File: config.mk
export PLATFORM = sky130hd
export DESIGN_NAME = fifo_wr_arbiter
export DESIGN_NICKNAME = d
export VERILOG_FILES = /design/src/rtl/fifo_wr_arbiter.sv
export SDC_FILE = /design/constraint.sdc
export NUM_CORES = 1
export LEC_CHECK = 0
export ABC_AREA = 1
export BUFFER_PORTS_ARGS = -buffer_cell sky130_fd_sc_hd__buf_2
export CORE_MARGIN = 1.5
export CORE_UTILIZATION = 47
export CTS_CLUSTER_DIAMETER = 30
export DETAILED_ROUTE_END_ITERATION = 12
export MAX_ROUTING_LAYER = met4
export PLACE_DENSITY = 0.83
export REMOVE_ABC_BUFFERS = 1
export SKIP_LAST_GASP = 1
export SLEW_MARGIN = 25
export SYNTH_ARGS = -nofsm -noshare
export SYNTH_HDL_FRONTEND = slang
export SYNTH_SLANG_ARGS = --single-unit
export TNS_END_PERCENT = 20
File: constraint.sdc
create_clock -name clk -period 3.2 [get_ports clk]
set_input_delay 0.48 -clock clk [delete_from_list [all_inputs] [get_ports clk]]
set_output_delay 0.48 -clock clk [all_outputs]
set_load 0.01 [all_outputs]
File: src/rtl/fifo_wr_arbiter.sv
// ---------------------------------------------------------------------------
// fifo_wr_arbiter
//
// Round-robin, burst-aware arbiter that shares the write port of one
// synchronous FIFO among N requesters. One requester is granted at a time
// and its data slice is steered onto the FIFO write port in the same cycle.
// No write is issued while the FIFO reports full.
//
// Ports:
//   clk        - clock, rising edge
//   reset_n    - synchronous active-low reset
//   req        - per-requester beat request (bit i = requester i)
//   last       - per-requester end-of-burst marker, qualified by req
//   wdata_in   - requester i data at [i*WIDTH +: WIDTH]
//   grant      - one-hot or zero grant vector
//   fifo_full  - FIFO full flag
//   fifo_wr    - FIFO write enable
//   fifo_wdata - FIFO write data (zero when not writing)
//   busy       - high while a burst is locked to one requester
//   owner      - index of the locked requester, valid when busy
// ---------------------------------------------------------------------------
module fifo_wr_arbiter #(
    parameter int  WIDTH     = 8,
    parameter int  N         = 4,
    parameter int  MAX_BURST = 4,
    localparam int PW        = (N > 1) ? $clog2(N) : 1,
    localparam int CW        = $clog2(MAX_BURST + 1)
) (
    input  logic                 clk,
    input  logic                 reset_n,
    input  logic [N-1:0]         req,
    input  logic [N-1:0]         last,
    input  logic [N*WIDTH-1:0]   wdata_in,
    output logic [N-1:0]         grant,
    input  logic                 fifo_full,
    output logic                 fifo_wr,
    output logic [WIDTH-1:0]     fifo_wdata,
    output logic                 busy,
    output logic [PW-1:0]        owner
);

    typedef enum logic {
        IDLE  = 1'b0,
        BURST = 1'b1
    } state_t;

    state_t          state_q, state_d;
    logic [PW-1:0]   owner_q, owner_d;
    logic [PW-1:0]   rrPtr_q, rrPtr_d;
    logic [CW-1:0]   beatCnt_q, beatCnt_d;

    logic [PW-1:0]   selIdx;
    logic            selValid;
    int              idx;

    // Wrap-around successor of a requester index.
    function automatic logic [PW-1:0] nextIdx(input logic [PW-1:0] i);
        if (int'(i) == N - 1) begin
            return '0;
        end
        return i + 1'b1;
    endfunction

    // Pick the requester that may write this cycle. A locked burst keeps
    // its grant even while the owner has no beat, so the lock survives
    // bubbles; otherwise search round-robin starting at rrPtr_q.
    always_comb begin
        selIdx   = '0;
        selValid = 1'b0;
        grant    = '0;
        idx      = 0;
        if (reset_n && !fifo_full) begin
            if (state_q == BURST) begin
                selIdx   = owner_q;
                selValid = 1'b1;
            end else begin
                for (int k = 0; k < N; k++) begin
                    idx = (int'(rrPtr_q) + k) % N;
                    if (!selValid && req[idx]) begin
                        selIdx   = PW'(idx);
                        selValid = 1'b1;
                    end
                end
            end
        end
        if (selValid) begin
            grant[selIdx] = 1'b1;
        end
    end

    // Zero-latency write port: full is seen in the same cycle, so an
    // accepted beat can never overflow the FIFO.
    assign fifo_wr    = |(req & grant);
    assign fifo_wdata = fifo_wr ? wdata_in[selIdx*WIDTH +: WIDTH] : '0;

    // State only advances on an accepted beat; bubbles and full cycles
    // leave every register untouched.
    always_comb begin
        state_d   = state_q;
        owner_d   = owner_q;
        rrPtr_d   = rrPtr_q;
        beatCnt_d = beatCnt_q;
        if (fifo_wr) begin
            case (state_q)
                IDLE: begin
                    if (last[selIdx] || MAX_BURST == 1) begin
                        rrPtr_d = nextIdx(selIdx);
                    end else begin
                        state_d   = BURST;
                        owner_d   = selIdx;
                        beatCnt_d = CW'(1);
                    end
                end
                BURST: begin
                    // Forced release at MAX_BURST keeps one requester from
                    // hogging the FIFO; its remaining beats re-arbitrate.
                    if ((int'(beatCnt_q) + 1 == MAX_BURST) || last[owner_q]) begin
                        state_d   = IDLE;
                        rrPtr_d   = nextIdx(owner_q);
                        beatCnt_d = '0;
                    end else begin
                        beatCnt_d = beatCnt_q + CW'(1);
                    end
                end
                default: state_d = IDLE;
            endcase
        end
    end

    always_ff @(posedge clk) begin
        if (!reset_n) begin
            state_q   <= IDLE;
            owner_q   <= '0;
            rrPtr_q   <= '0;
            beatCnt_q <= '0;
        end else begin
            state_q   <= state_d;
            owner_q   <= owner_d;
            rrPtr_q   <= rrPtr_d;
            beatCnt_q <= beatCnt_d;
        end
    end

    // busy is masked while reset is asserted so a mid-burst reset shows
    // idle immediately rather than one edge later.
    assign busy  = (state_q == BURST) && reset_n;
    assign owner = owner_q;

endmodule

==> results of run 1 <==
final timing paths:
check	cells past startpoint	to	startpoint	slack [ns]
worst min-delay path	2	beatCnt_q[2]$_SDFFE_PN0P_	beatCnt_q[2]$_SDFFE_PN0P_	0.54
worst max-delay path	20	fifo_wr	rrPtr_q[0]$_SDFFE_PN0P_	0.20
worst min register to register	2	beatCnt_q[2]$_SDFFE_PN0P_	beatCnt_q[2]$_SDFFE_PN0P_	0.54
worst max register to register	24	owner[0]$_SDFFE_PN0P_	rrPtr_q[0]$_SDFFE_PN0P_	0.59
report_power, final:
group	internal (W)	switching, W	leakage [nW]
combinational	0.000113	0.000163	0.883
sequential	0.000107	0.0000120	0.0663
clock	0.0000431	0.0000378	0.0138
total	0.000263	0.000213	0.963
per-layer routing:
metal	GRT usage, %	vias to the layer above	wire length (um)
li1	-	864	-
met4	6.27	0	36
met3	1.86	5	205
met5	-	-	0
met2	38.3	56	1610
met1	31.4	720	1580
metrics by stage:
stage | cells | setup slack (ns) | hold WS (ns) | power [W] | instance area, um^2
final | 324 | 0.204 | 0.541 | 0.000476 | 1710
after global routing | 324 | 0.0162 | 0.583 | 0.000520 | 1710
after CTS | 321 | 0.0326 | 0.547 | 0.000465 | 1670
after detailed placement | 316 | 0.0988 | 0.539 | 0.000378 | 1620
after global placement | 316 | 0.149 | 0.530 | 0.000374 | 1620
after floorplan | 221 | 0.216 | 0.493 | 0.000294 | 1230
cell families after synthesis:
logic type,Yosys count,synth area share [%]
xor+xnor,1,0.673
fa+ha+maj,6,5.77
simple gates,141,52.4
buf+inv,34,12.9
flops,8,12.3
compound gates,40,16.0
layout make-up:
type                    count  area (um^2)
fillers                   250          833
clock buffers               3         22.5
multi-input cells         188          985
repair buffers             70          393
well taps                  30         37.5
flip-flops and latches      8          165
inverters                  25          109
repair_timing:
action | CTS | global route
cloned | 0 | 0
resized for setup | 1 | 8
pin swaps | 1 | 1
setup endpoints to repair | 9 | 9
buffers inserted | 2 | 3
sequential cells by signal (all words and copies together) (netlist names):
register / count
rrPtr_q: 2
state_q: 1
beatCnt_q: 3
owner: 2
worst max-delay path, stage by stage, from the launching register on:
cell	delay (ns)
dfxtp_4	0.41
inv_8	0.06
nand2_2	0.05
nand2_2	0.06
nand2_1	0.10
nand2_2	0.07
nor2_4	0.12
nand3_2	0.09
nand2_4	0.14
nor2_4	0.07
nand2_4	0.13
inv_8	0.06
ha_1	0.19
inv_1	0.06
nor2_2	0.04
nand2_1	0.06
nand2_2	0.06
nor2_4	0.14
buf_4	0.17
inv_2	0.04
buf_2	0.13
layout by cell type, fill, tap and decap left out, types with 2 or more instances in the layout:
cell type,synthesis,routed
buf_2,5,58
nand2_1,48,47
nor2_1,46,46
o21ai_0,22,22
inv_1,20,20
nand3_1,16,15
nand2_2,13,14
a21oi_1,15,14
buf_4,1,11
nor2_4,6,6
ha_1,6,6
dfxtp_1,8,6
nand3_2,4,5
inv_2,4,3
clkbuf_4,0,3
inv_8,1,2
nand4_1,2,2
nand2_4,2,2
nor2_2,2,2
==> impl_metrics.csv, run 1 <==
group,metric,value,unit
status,status,"completed",
layout,finalNetCount,345,
grt,grt_pass1_vias,1469,
logic_synthesis,synth.distinct_cells,25,
timing,fin_worst_skew,0.00886,ns
worst_setup_path,critical_path_peak_fanout,11,
logic_synthesis,synthTopCellsByCount,"48 x nand2_1, 46 x nor2_1, 22 x o21ai_0",
logic_synthesis,ys_seq_area_share,12.3,%
worst_setup_path,critPathCaptureType,"primary output",
logic_synthesis,synth_edf_count,0,
placed_design,gp_congestion,0.850,
timing,fmax,334,MHz
logic_synthesis,synth_area,0.00130,mm^2
clock_network,clock_sinks,8,
power,p_per_area,278,mW/mm^2
grt,grt_max_degree,12,
floorplan,core_area,0.00254,mm^2
clock_network,cts_buffers,3,
worst_setup_path,crit_arrival,2.52,ns
worst_setup_path,path_class,"flip-flop to primary output",
logic_synthesis,synth_top_flop_cell,"dfxtp_1",
timing,relSlewSlack,74.8,%
floorplan,die_h,55.6,um
timing,rsz0062_at_grt,"no",
floorplan,initial_core_util,51.1,%
power,p_leak,0.963,nW
floorplan,die_area,0.00309,mm^2
timing,setup_viol,0,
layout,fin_util,67.3,%
route,detail_route.wirelength,3430,um
placed_design,io_buffers,58,
route,first_iter_violations,64,
clock_network,cts.htree.levels,1,
layout,layout-drive-gt1-share,37.4,%
timing,hold_violations,0,
route,vias,1645,
clock_network,ctsHoldBuffers,0,
grt,grt_usage,23.5,%
clock_network,cts_buffer_depth,2,
power,worst_ir_drop_vdd,0.000280,V
worst_setup_path,cp.required,2.72,ns
timing,worst_slew_pin_slew,0.377,ns
logic_synthesis,synth_cells,230,
logic_synthesis,synth.area.top_cells,"nand2_1 14%, nor2_1 13%, dfxtp_1 12%",
clock_network,worstSkewPairLatency,0.27,ns
route,drt-pass1-iter-count,4,
min_path,hp-class,"flip-flop to flip-flop",
timing,fin_crit_sh,93.6,%
floorplan,io_pins,59,
clock_network,cts_root_buf,"clkbuf_4",
placed_design,hpwl,2730,um
clock_network,clk_pin_slew,0.05,ns
logic_synthesis,synth_seq_cells,8,
timing,maxSlewViolCount,0,
floorplan,rows,18,
worst_setup_path,startpoint_type,"flip-flop",
grt,grt_pass1_wl,5960,um
logic_synthesis,synth_area_leader_cell,"nand2_1",
logic_synthesis,yosysMostFrequentCell,"nand2_1",
timing,period_minus_slack,3.00,ns
timing,tns,0,ns
route,avgRoutedWirePerCell,10.6,um
grt,antenna_found_initial,0,
clock_network,cts_tree,"yes",
logic_synthesis,yosysWarnings,0,
logic_synthesis,synth.top_cell.area_share,13.8,%
layout,area_growth,31.5,%
layout,antenna_cells,0,
flow_run,drv_cap,0,
logic_synthesis,async_flop_share,0,%
floorplan,die_w,55.6,um
route,antenna_left,0,
route,drc_errors,0,
route,viasPerCell,5.08,
grt,gr-total-overflow,0,
logic_synthesis,synth.avg_cell_area,5.66,um^2
(Power assumes the default switching activity.)
==> run 2, diff against run 1 <==
==> constraint.sdc (replaced) <==
create_clock -name clk -period 3.2 [get_ports clk]
set_input_delay 0.32 -clock clk [delete_from_list [all_inputs] [get_ports clk]]
set_output_delay 0.32 -clock clk [all_outputs]
set_load 0.01 [all_outputs]
==> run 2 against run 1 <==
Compared with the run above:
- count of clock-buffer cells in the layout is the same
- wire length shrank 0.96%
- largest cell class unchanged
- sequential share of layout area grew 0.37 points
- final area decreased by 3.7%
==> impl_metrics.csv, run 2 (synthesis gave the netlist of run 1 again) <==
group,metric,value,unit
route,first_iter_violations,59,
floorplan,die_area,0.00309,mm^2
grt,grt_usage,23.3,%
floorplan,rows,18,
timing,period_minus_slack,3.00,ns
worst_setup_path,crit_arrival,2.68,ns
layout,layout-drive-gt1-share,35.0,%
timing,fin_worst_skew,0.00711,ns
timing,worst_slew_pin_slew,0.362,ns
timing,hold_slack,0.380,ns
floorplan,core_area,0.00254,mm^2
layout,largest_reg_flops,3,
grt,gr-total-overflow,0,
placed_design,gp_congestion,0.851,
timing,fin_crit_sh,93.8,%
grt,grt_pass1_wl,5930,um
placed_design,io_buffers,58,
layout,mostFrequentLayoutCell,"buf_2",
placed_design,place_ws,0.115,ns
min_path,hold_end,"owner[0]$_SDFFE_PN0P_",
clock_network,worstSkewPairLatency,0.26,ns
clock_network,clock_sinks,8,
route,vias,1597,
timing,hold_violations,0,
timing,fmax,333,MHz
route,viasPerCell,5.05,
worst_setup_path,r2r_slack,0.58,ns
clock_network,cts_buffers,3,
worst_setup_path,path_class,"flip-flop to primary output",
clock_network,cts_buffer_depth,2,
timing,relSlewSlack,75.9,%
floorplan,die_h,55.6,um
clock_network,cts_root_buf,"clkbuf_4",
grt,grt_max_degree,20,
min_path,holdPathStages,3,
placed_design,hpwl,2670,um
flow_run,drv_cap,0,
route,avgRoutedWirePerCell,10.7,um
layout,mostFrequentLayoutCells,"58 x buf_2, 47 x nand2_1, 46 x nor2_1, 22 x o21ai_0, 20 x inv_1",
clock_network,cts.htree.levels,1,
layout,largest_register,"beatCnt_q",
clock_network,clk_pin_slew,0.05,ns
route,drc_errors,0,
layout,finalNetCount,337,
worst_setup_path,startpoint_type,"flip-flop",
worst_setup_path,rr_endpoint,"owner[1]$_SDFFE_PN0P_",
status,status,"completed",
layout,area_growth,26.7,%
grt,grt_pass1_vias,1510,
timing,fin_ws,0.197,ns
worst_setup_path,cp.required,2.88,ns
power,p_leak,0.913,nW
worst_setup_path,reg2reg_from,"rrPtr_q[0]$_SDFFE_PN0P_",
clock_network,cts_tree,"yes",
route,detail_route.wirelength,3390,um
timing,maxSlewViolCount,0,
power,p_per_area,280,mW/mm^2
power,worst_ir_drop_vdd,0.000254,V
route,antenna_left,0,
grt,antenna_found_initial,0,
layout,fin_util,64.8,%
min_path,hold_start,"reset_n",
placed_design,dpl.cell_count,311,
floorplan,initial_core_util,51.1,%
floorplan,die_w,55.6,um
layout,fin_cells,316,
layout,antenna_cells,0,
min_path,hp-class,"input pin to flip-flop",
floorplan,io_pins,59,
worst_setup_path,critical_path_peak_fanout,15,
worst_setup_path,rr_worst_depth,23,
route,drt-pass1-iter-count,4,
power,power,0.000461,W
timing,setup_viol,0,
worst_setup_path,critPathCaptureType,"primary output",
## run 2: cell types whose count changed in the layout (fill, tap and decap cells not counted)
cell / before / now
buf_4: 11 / 3
nand2_8: 0 / 1
inv_8: 2 / 1
nand3_1: 15 / 16
a21oi_1: 14 / 15
inv_6: 0 / 1
a21oi_2: 1 / 0
nand2_4: 2 / 1
nand3_2: 5 / 4
## run 2: routing by layer
layer  vias to the layer above  routed length, um  track usage, %
li1                        844                  -               -
met1                       707               1520            27.7
met2                        41               1670            42.0
met3                         5                159            2.09
met4                         0                 44            5.92
met5                         -                  0               -
## run 2: where the power goes
| part | switching, W | internal, W | total [W] |
|---|---|---|---|
| clock | 0.0000335 | 0.0000428 | 0.0000764 |
| sequential | 0.0000118 | 0.000108 | 0.000119 |
| combinational | 0.000164 | 0.000102 | 0.000265 |
## run 2: worst max-delay path: stages (launching register included)
cell     delay, ns
dfxtp_4       0.38
inv_8         0.08
nand2_1       0.06
nand2_2       0.09
nand2_1       0.06
nand2_1       0.08
nor2_1        0.06
nand3_2       0.10
nand2_4       0.10
nor2_4        0.20
nand2_8       0.14
inv_6         0.13
ha_1          0.15
inv_1         0.04
nor2_2        0.11
nand2_1       0.07
nand2_2       0.08
nor2_4        0.05
buf_4         0.15
a21oi_1       0.14
buf_2         0.16
## run 2: worst max-delay path by stage
stage / startpoint / end / slack [ns]
3_5_place_dp: rrPtr_q[0]$_SDFFE_PN0P_ / fifo_wr / 0.12
4_1_cts: rrPtr_q[0]$_SDFFE_PN0P_ / fifo_wdata[0] / 0.1
2_1_floorplan: rrPtr_q[0]$_SDFFE_PN0P_ / owner[1]$_SDFFE_PN0P_ / 0.37
3_3_place_gp: rrPtr_q[0]$_SDFFE_PN0P_ / fifo_wr / 0.23
6_report: rrPtr_q[0]$_SDFFE_PN0P_ / fifo_wdata[0] / 0.20
5_1_grt: rrPtr_q[0]$_SDFFE_PN0P_ / fifo_wdata[0] / -0.01
## run 2: metrics by stage
step           TNS (ns)  cell area (um^2)
3_5_place_dp          0              1580
3_3_place_gp          0              1580
6_report              0              1650
4_1_cts               0              1630
2_1_floorplan         0              1230
5_1_grt         -0.0145              1650
## run 2: area by class of cell
type                    instances  area [um^2]
well taps                      30         37.5
inverters                      25          106
clock buffers                   3         22.5
fillers                       252          896
flip-flops and latches          8          165
repair buffers                 62          333
multi-input cells             188          985
## run 2: what timing repair did
item                       CTS  global route
hold buffers                 0             0
pin swaps                    1             0
buffers inserted             2             0
resized for setup            1             6
setup endpoints to repair    9             9
